**config.mk**
```make
export PLATFORM = sky130hd
export DESIGN_NAME = jtag_shifter_flat
export DESIGN_NICKNAME = d
export VERILOG_FILES = /design/src/rtl/jtag_shifter_if.sv /design/src/rtl/jtag_shifter.sv /design/src/flat_wrapper.sv
export SDC_FILE = /design/constraint.sdc
export NUM_CORES = 1
export LEC_CHECK = 0
export ABC_AREA = 1
export BUFFER_PORTS_ARGS = -buffer_cell sky130_fd_sc_hd__buf_2
export CELL_PAD_IN_SITES_DETAIL_PLACEMENT = 1
export CELL_PAD_IN_SITES_GLOBAL_PLACEMENT = 1
export CORE_MARGIN = 8
export CORE_UTILIZATION = 40
export CTS_BUF_LIST = sky130_fd_sc_hd__clkbuf_4 sky130_fd_sc_hd__clkbuf_8
export DETAILED_ROUTE_END_ITERATION = 10
export GPL_TIMING_DRIVEN = 0
export PLACE_DENSITY_LB_ADDON = 0.1
export SLEW_MARGIN = 0
export SYNTH_ARGS = -nofsm -noshare
export SYNTH_HDL_FRONTEND = slang
export SYNTH_SLANG_ARGS = --single-unit
```
**constraint.sdc**
```tcl
create_clock -name CLK -period 2.6 [get_ports CLK]
set_input_delay 0.52 -clock CLK [delete_from_list [all_inputs] [get_ports CLK]]
set_output_delay 0.52 -clock CLK [all_outputs]
set_load 0.02 [all_outputs]
```
**src/rtl/jtag_shifter_if.sv**
```systemverilog
// Vector-side and pin-side signals of the bit-serial JTAG shifter.
// master: FIFO stage / target, slave: the shifter itself.
interface jtag_shifter_if;
  logic        ENABLE;
  logic [31:0] TMS_VECTOR;
  logic [31:0] TDI_VECTOR;
  logic [31:0] TDO_VECTOR;
  logic        DONE;
  logic        BUSY;
  logic        TCK;
  logic        TMS;
  logic        TDI;
  logic        TDO;

  modport master (
    output ENABLE,
    output TMS_VECTOR,
    output TDI_VECTOR,
    output TDO,
    input  TDO_VECTOR,
    input  DONE,
    input  BUSY,
    input  TCK,
    input  TMS,
    input  TDI
  );

  modport slave (
    input  ENABLE,
    input  TMS_VECTOR,
    input  TDI_VECTOR,
    input  TDO,
    output TDO_VECTOR,
    output DONE,
    output BUSY,
    output TCK,
    output TMS,
    output TDI
  );
endinterface

```
**src/rtl/jtag_shifter.sv**
```systemverilog
// Bit-serial JTAG engine: shifts one TMS/TDI vector pair LSB first
// and captures TDO; TCK comes from CLK through a fixed divider.
module jtag_shifter #(
  parameter int C_NUM_BITS = 32,
  parameter int C_TCK_DIV  = 4
) (
  input logic           CLK,
  input logic           RESET,
  jtag_shifter_if.slave bus
);

  typedef enum logic [1:0] {
    IDLE,
    TCK_LO,
    TCK_HI,
    FINISH
  } state_t;

  localparam logic [15:0] DIV_LAST = 16'(C_TCK_DIV - 1);
  localparam logic [4:0]  BIT_LAST = 5'(C_NUM_BITS - 1);

  state_t      state_q, state_d;
  logic        tck_q, tck_d;
  logic        tms_q, tms_d;
  logic        tdi_q, tdi_d;
  logic        done_q, done_d;
  logic        busy_q, busy_d;
  logic [31:0] tdo_vec_q, tdo_vec_d;
  logic [31:0] tms_sr_q, tms_sr_d;
  logic [31:0] tdi_sr_q, tdi_sr_d;
  logic [31:0] tdo_sr_q, tdo_sr_d;
  logic [4:0]  bit_cnt_q, bit_cnt_d;
  logic [15:0] div_cnt_q, div_cnt_d;
  logic        div_last;

  assign div_last = (div_cnt_q == DIV_LAST);

  always_comb begin
    state_d   = state_q;
    tck_d     = tck_q;
    tms_d     = tms_q;
    tdi_d     = tdi_q;
    done_d    = done_q;
    busy_d    = busy_q;
    tdo_vec_d = tdo_vec_q;
    tms_sr_d  = tms_sr_q;
    tdi_sr_d  = tdi_sr_q;
    tdo_sr_d  = tdo_sr_q;
    bit_cnt_d = bit_cnt_q;
    div_cnt_d = div_cnt_q;
    unique case (state_q)
      IDLE: begin
        tck_d = 1'b0;
        if (bus.ENABLE) begin
          tms_sr_d  = bus.TMS_VECTOR;
          tdi_sr_d  = bus.TDI_VECTOR;
          tms_d     = bus.TMS_VECTOR[0];
          tdi_d     = bus.TDI_VECTOR[0];
          tdo_sr_d  = '0;
          bit_cnt_d = '0;
          div_cnt_d = '0;
          busy_d    = 1'b1;
          state_d   = TCK_LO;
        end
      end
      TCK_LO: begin
        if (div_last) begin
          tck_d     = 1'b1;
          div_cnt_d = '0;
          state_d   = TCK_HI;
        end else begin
          div_cnt_d = div_cnt_q + 16'd1;
        end
      end
      TCK_HI: begin
        if (div_last) begin
          // TDO is taken at the end of the high phase
          tck_d               = 1'b0;
          div_cnt_d           = '0;
          tdo_sr_d[bit_cnt_q] = bus.TDO;
          if (bit_cnt_q == BIT_LAST) begin
            tdo_vec_d = tdo_sr_d;
            done_d    = 1'b1;
            busy_d    = 1'b0;
            state_d   = FINISH;
          end else begin
            bit_cnt_d = bit_cnt_q + 5'd1;
            tms_sr_d  = tms_sr_q >> 1;
            tdi_sr_d  = tdi_sr_q >> 1;
            tms_d     = tms_sr_q[1];
            tdi_d     = tdi_sr_q[1];
            state_d   = TCK_LO;
          end
        end else begin
          div_cnt_d = div_cnt_q + 16'd1;
        end
      end
      FINISH: begin
        tck_d  = 1'b0;
        done_d = 1'b1;
      end
      default: state_d = IDLE;
    endcase
  end

  always_ff @(posedge CLK) begin
    if (RESET) begin
      state_q   <= IDLE;
      tck_q     <= 1'b0;
      tms_q     <= 1'b0;
      tdi_q     <= 1'b0;
      done_q    <= 1'b0;
      busy_q    <= 1'b0;
      tdo_vec_q <= '0;
      tms_sr_q  <= '0;
      tdi_sr_q  <= '0;
      tdo_sr_q  <= '0;
      bit_cnt_q <= '0;
      div_cnt_q <= '0;
    end else begin
      state_q   <= state_d;
      tck_q     <= tck_d;
      tms_q     <= tms_d;
      tdi_q     <= tdi_d;
      done_q    <= done_d;
      busy_q    <= busy_d;
      tdo_vec_q <= tdo_vec_d;
      tms_sr_q  <= tms_sr_d;
      tdi_sr_q  <= tdi_sr_d;
      tdo_sr_q  <= tdo_sr_d;
      bit_cnt_q <= bit_cnt_d;
      div_cnt_q <= div_cnt_d;
    end
  end

  assign bus.TCK        = tck_q;
  assign bus.TMS        = tms_q;
  assign bus.TDI        = tdi_q;
  assign bus.DONE       = done_q;
  assign bus.BUSY       = busy_q;
  assign bus.TDO_VECTOR = tdo_vec_q;

endmodule

```
**src/flat_wrapper.sv**
```systemverilog
// flat-port wrapper written by rule: the top's interface ports become plain ports
module jtag_shifter_flat 
#(
  parameter int C_NUM_BITS = 32,
  parameter int C_TCK_DIV  = 4
)
  (CLK, RESET, bus_ENABLE, bus_TMS_VECTOR, bus_TDI_VECTOR, bus_TDO, bus_TDO_VECTOR, bus_DONE, bus_BUSY, bus_TCK, bus_TMS, bus_TDI);
  jtag_shifter_if bus_i ();
  input logic CLK;
  input logic RESET;
  input wire logic [$bits(bus_i.ENABLE)-1:0] bus_ENABLE;
  input wire logic [$bits(bus_i.TMS_VECTOR)-1:0] bus_TMS_VECTOR;
  input wire logic [$bits(bus_i.TDI_VECTOR)-1:0] bus_TDI_VECTOR;
  input wire logic [$bits(bus_i.TDO)-1:0] bus_TDO;
  output wire logic [$bits(bus_i.TDO_VECTOR)-1:0] bus_TDO_VECTOR;
  output wire logic [$bits(bus_i.DONE)-1:0] bus_DONE;
  output wire logic [$bits(bus_i.BUSY)-1:0] bus_BUSY;
  output wire logic [$bits(bus_i.TCK)-1:0] bus_TCK;
  output wire logic [$bits(bus_i.TMS)-1:0] bus_TMS;
  output wire logic [$bits(bus_i.TDI)-1:0] bus_TDI;
  assign bus_i.ENABLE = bus_ENABLE;
  assign bus_i.TMS_VECTOR = bus_TMS_VECTOR;
  assign bus_i.TDI_VECTOR = bus_TDI_VECTOR;
  assign bus_i.TDO = bus_TDO;
  assign bus_TDO_VECTOR = bus_i.TDO_VECTOR;
  assign bus_DONE = bus_i.DONE;
  assign bus_BUSY = bus_i.BUSY;
  assign bus_TCK = bus_i.TCK;
  assign bus_TMS = bus_i.TMS;
  assign bus_TDI = bus_i.TDI;
  jtag_shifter #(.C_NUM_BITS(C_NUM_BITS), .C_TCK_DIV(C_TCK_DIV)) u_core (.CLK(CLK), .RESET(RESET), .bus(bus_i));
endmodule
```
==> summary.txt <==
STA
  • Setup Total Neg Slack: 0 ns
  • Final critical-path share of the clock period: between 90% and 100%
  • Unrepaired setup endpoints after global routing: false
  • Minimum hold slack: ~0.31 ns
  • Max-slew headroom at the worst pin: between 50% and 60%
  • Setup skew after layout: around 0.016 ns
  • Slew at the pin closest to its max-slew limit: around 0.7 ns
  • Clock period minus worst slack: roughly 2.4 ns
  • Maximum clock frequency: between 400 and 500 MHz
  • Final-report setup violation count: 0
  • Number of hold violations in the final report: 0
  • Pins Over Slew Limit: 0
  • Setup slack of the critical path after layout: around 0.17 ns

GRT
  • Global route total overflow: 0
  • Initial antenna violation count: 0
  • Largest net degree at the start of global routing: 17
  • Global-route wire length before repair: between 40000 and 50000 um
  • Vias in the first global route: 8637
  • Overall global routing resource usage: 20.3%

Critical path
  • Slowest cell delay on critical path: 0.41 ns
  • Most numerous cell on the critical path: nand2_1
  • CP required: ~3 ns
  • Setup CP Type: flop to flop
  • Startpoint Class: flop
  • Crit path capture: u_core.tms_sr_q[26]$_SDFFE_PP0P_
  • Setup slack of the most critical reg-to-reg path: roughly 0.17 ns
  • Worst Setup End Kind: flop
  • Beginning of the critical path: u_core.bit_cnt_q[0]$_SDFFE_PP0P_
  • Cells traversed along the worst timing path: ha_2, nand2_1, nor2_1, ha_1, nand2_1, buf_2, buf_1, nand4_1, nand2_1, nor2_1
  • Critical register-to-register path startpoint: u_core.bit_cnt_q[0]$_SDFFE_PP0P_
  • CP max FO: 10
  • Cell with the largest stage delay on the worst path: buf_1
  • Reg2Reg Capture Point: u_core.tms_sr_q[26]$_SDFFE_PP0P_
  • Data arrival, critical path: around 2.8 ns
  • Worst Reg-to-Reg Cells: 10

Logic synthesis
  • Main flop type after synthesis: dfxtp_1
  • Net count after synthesis: between 1000 and 1500
  • Share of flip-flops with an asynchronous set or reset after synthesis: 0%
  • Number of flip-flops and latches in the synthesized netlist: 154
  • Xor-xnor portion of the synthesized cell area: 0%
  • Syn_area_per_cell: 6.50 um2
  • Number of enable-type register cells in the synthesized netlist: 0
  • Yosys synthesis warning count: 0
  • Post-Synth Simple-Gate Area: between 30% and 40%
  • Cell area after synthesis: roughly 8500 um2
  • Mux share of post-synthesis cell area: 7.33%
  • Fraction of the yosys area taken by sequential cells: between 30% and 40%
  • Share of the synthesized area in compound gates (AO/OA/AOI/OAI): under 10%
  • Synthesized-area fraction occupied by adder cells: between 1.5 and 2%
  • Synth Instances: ~1300
  • Count of distinct cell types in the synthesized netlist: 29
  • Largest family of logic cells by synthesized area: simple AND/OR/NAND/NOR gates

Pwr
  • Worst IR drop on VDD: 374 uV
  • Overall Power: between 9 and 10 mW
  • Power per cell area: 947 nW/um2
  • Standby leakage power: 4.74 nW

Placed design
  • Total of buffers placed on input and output ports: between 100 and 150
  • Worst slack, placed: -0.248 ns
  • Final HPWL from detailed placement: 19100 um
  • Number of instances in the placed design: approximately 1700
  • Final weighted congestion in routability-driven placement: between 0.8 and 0.9
  • DP Area: 9330 um2

Clock tree
  • Setup repair bufs after CTS: 0
  • Clk sink count: ~150
  • Number of buffers inserted during clock tree synthesis: 17
  • Clock root cell: clkbuf_8
  • Maximum clock path buffer count: 2
  • Clock transition at path regs: around 0.09 ns
  • H-tree lvl count: 4
  • CTS tree: yes
  • Clock latency reported for the late side of the worst-skew pair: approximately 0.47 ns

Layout
  • Finished Cell Area: roughly 9800 um2
  • Fill cell count: between 2000 and 3000
  • Area growth from synthesis to layout: 15.1%
  • Fraction of final layout cells sized beyond drive strength 1: roughly 14%
  • Most frequent cells in the layout: 325 x nand2_1, 239 x nor2_1, 183 x inv_1
  • Util after Layout: 46.7%
  • Commonest non-fill, non-tap cell in the layout: nand2_1
  • Net count, final: between 1500 and 2000
  • Number of antenna repair diodes: 0
  • Post-Layout Cell Count: 1710

Detailed routing
  • Remaining antenna violation count after routing: 0
  • Vias after detailed routing: 8390
  • Via density: between 4 and 5
  • Detailed-route DRC error count: 0
  • Total wire length: about 26000 um
  • Iteration-0 DRC Markers: 322
  • Routed length per instance: ~15 um
  • DRT Pass-1 Iters: 4

Floorplan
  • Starting density of the core: between 40% and 50%
  • Horiz. Die Dim: around 160 um
  • Number of top-level design ports: 105
  • Row Count: 53
  • Area of the placeable core: 20900 um2
  • Y dimension of the die: approximately 160 um
  • Die area: roughly 26000 um2

Job
  • Total of max-cap violations: 0

Worst hold path
  • Kind of path behind the tightest hold check: input port to flop

Run status
  • Result of the run: complete, no violations
## worst max-delay path: cells and delay by family, from the launching register on
| family | cells | cell delay, ns |
|---|---|---|
| buffers and inverters | 2 | 0.74 |
| adders and majority gates | 2 | 0.48 |
| and+or+nand+nor | 6 | 0.76 |
| DFF | 1 | 0.36 |
## metal layers
| layer | track usage [%] | vias to the layer above | wire length (um) |
|---|---|---|---|
| met4 | 5.39 | 0 | 398 |
| met5 | 0 | - | 0 |
| li1 | - | 4314 | - |
| met3 | 3.87 | 33 | 908 |
| met1 | 25.5 | 3937 | 12200 |
| met2 | 35.0 | 106 | 12500 |
## power by group
group / leakage [nW] / internal, mW / total (mW) / switching (mW)
sequential: 1.26 / 3.02 / 3.38 / 0.363
combinational: 3.28 / 1.42 / 3.90 / 2.48
clock: 0.196 / 0.988 / 1.95 / 0.962
total: 4.74 / 5.43 / 9.24 / 3.81
## area by class of cell
| class | instances | area, um2 | area share, % |
|---|---|---|---|
| plain buffers | 75 | 408 | 4.18 |
| clock buffers | 19 | 262 | 2.68 |
| clock inverters | 11 | 148 | 1.51 |
| inverters | 184 | 691 | 7.08 |
| multi-input cells | 888 | 4300 | 44.1 |
| flip-flops and latches | 154 | 3080 | 31.6 |
| well taps | 275 | 344 | 3.53 |
| repair buffers | 104 | 520 | 5.34 |
## cells in the mapped netlist, types with 2 or more instances
library cell	count	share of area, %
o21ai_0	51	3.0
nand3_1	52	3.1
buf_4	3	0.27
nand2_1	325	14
or2_2	9	0.66
mux2i_1	62	7.3
nor3_1	8	0.47
buf_2	34	2.0
nor2_1	239	11
nand4_1	73	5.4
a21oi_1	46	2.7
buf_6	9	1.2
buf_1	8	0.35
ha_1	11	1.6
inv_1	183	8.1
o21ai_1	2	0.12
dfxtp_1	154	36
clkbuf_1	22	0.98
## worst min path at each step
stage	start	to	slack, ns	cells after the start
2_1_floorplan	u_core.tdi_sr_q[31]$_SDFFE_PP0P_	u_core.tdi_sr_q[31]$_SDFFE_PP0P_	0.44	2
3_3_place_gp	u_core.bus.BUSY$_SDFFE_PP0P_	u_core.bus.BUSY$_SDFFE_PP0P_	0.45	2
3_5_place_dp	u_core.bus.BUSY$_SDFFE_PP0P_	u_core.bus.BUSY$_SDFFE_PP0P_	0.46	2
4_1_cts	bus_TDI_VECTOR[31]	u_core.tdi_sr_q[31]$_SDFFE_PP0P_	0.29	3
5_1_grt	bus_TDI_VECTOR[31]	u_core.tdi_sr_q[31]$_SDFFE_PP0P_	0.29	3
6_report	bus_TDI_VECTOR[31]	u_core.tdi_sr_q[31]$_SDFFE_PP0P_	0.31	3
## logic make-up (layout without fill, tap and decap cells)
family          Yosys count  after routing
fa+ha+maj                11             11
mux                      62             62
compound gates          105            105
flops                   154            154
buf+inv                 260            393
simple gates            710            710
## state kept, by name, summed over array words and instances, names as in the netlist
signal                 cells
u_core.bus.TDO_VECTOR     32
u_core.tdi_sr_q           32
u_core.tdo_sr_q           32
u_core.tms_sr_q           32
u_core.div_cnt_q          16
u_core.bit_cnt_q           5
u_core.state_q             2
u_core.bus.BUSY            1
u_core.bus.DONE            1
u_core.bus.TCK             1
## repair_timing
| item | CTS | global route |
|---|---|---|
| resized for setup | 1 | 6 |
| setup endpoints to repair | 88 | 86 |
| endpoints found under the hold margin | 0 | 0 |
| hold buffers | 0 | 0 |
No activity file was read; power rests on OpenSTA's default activity.
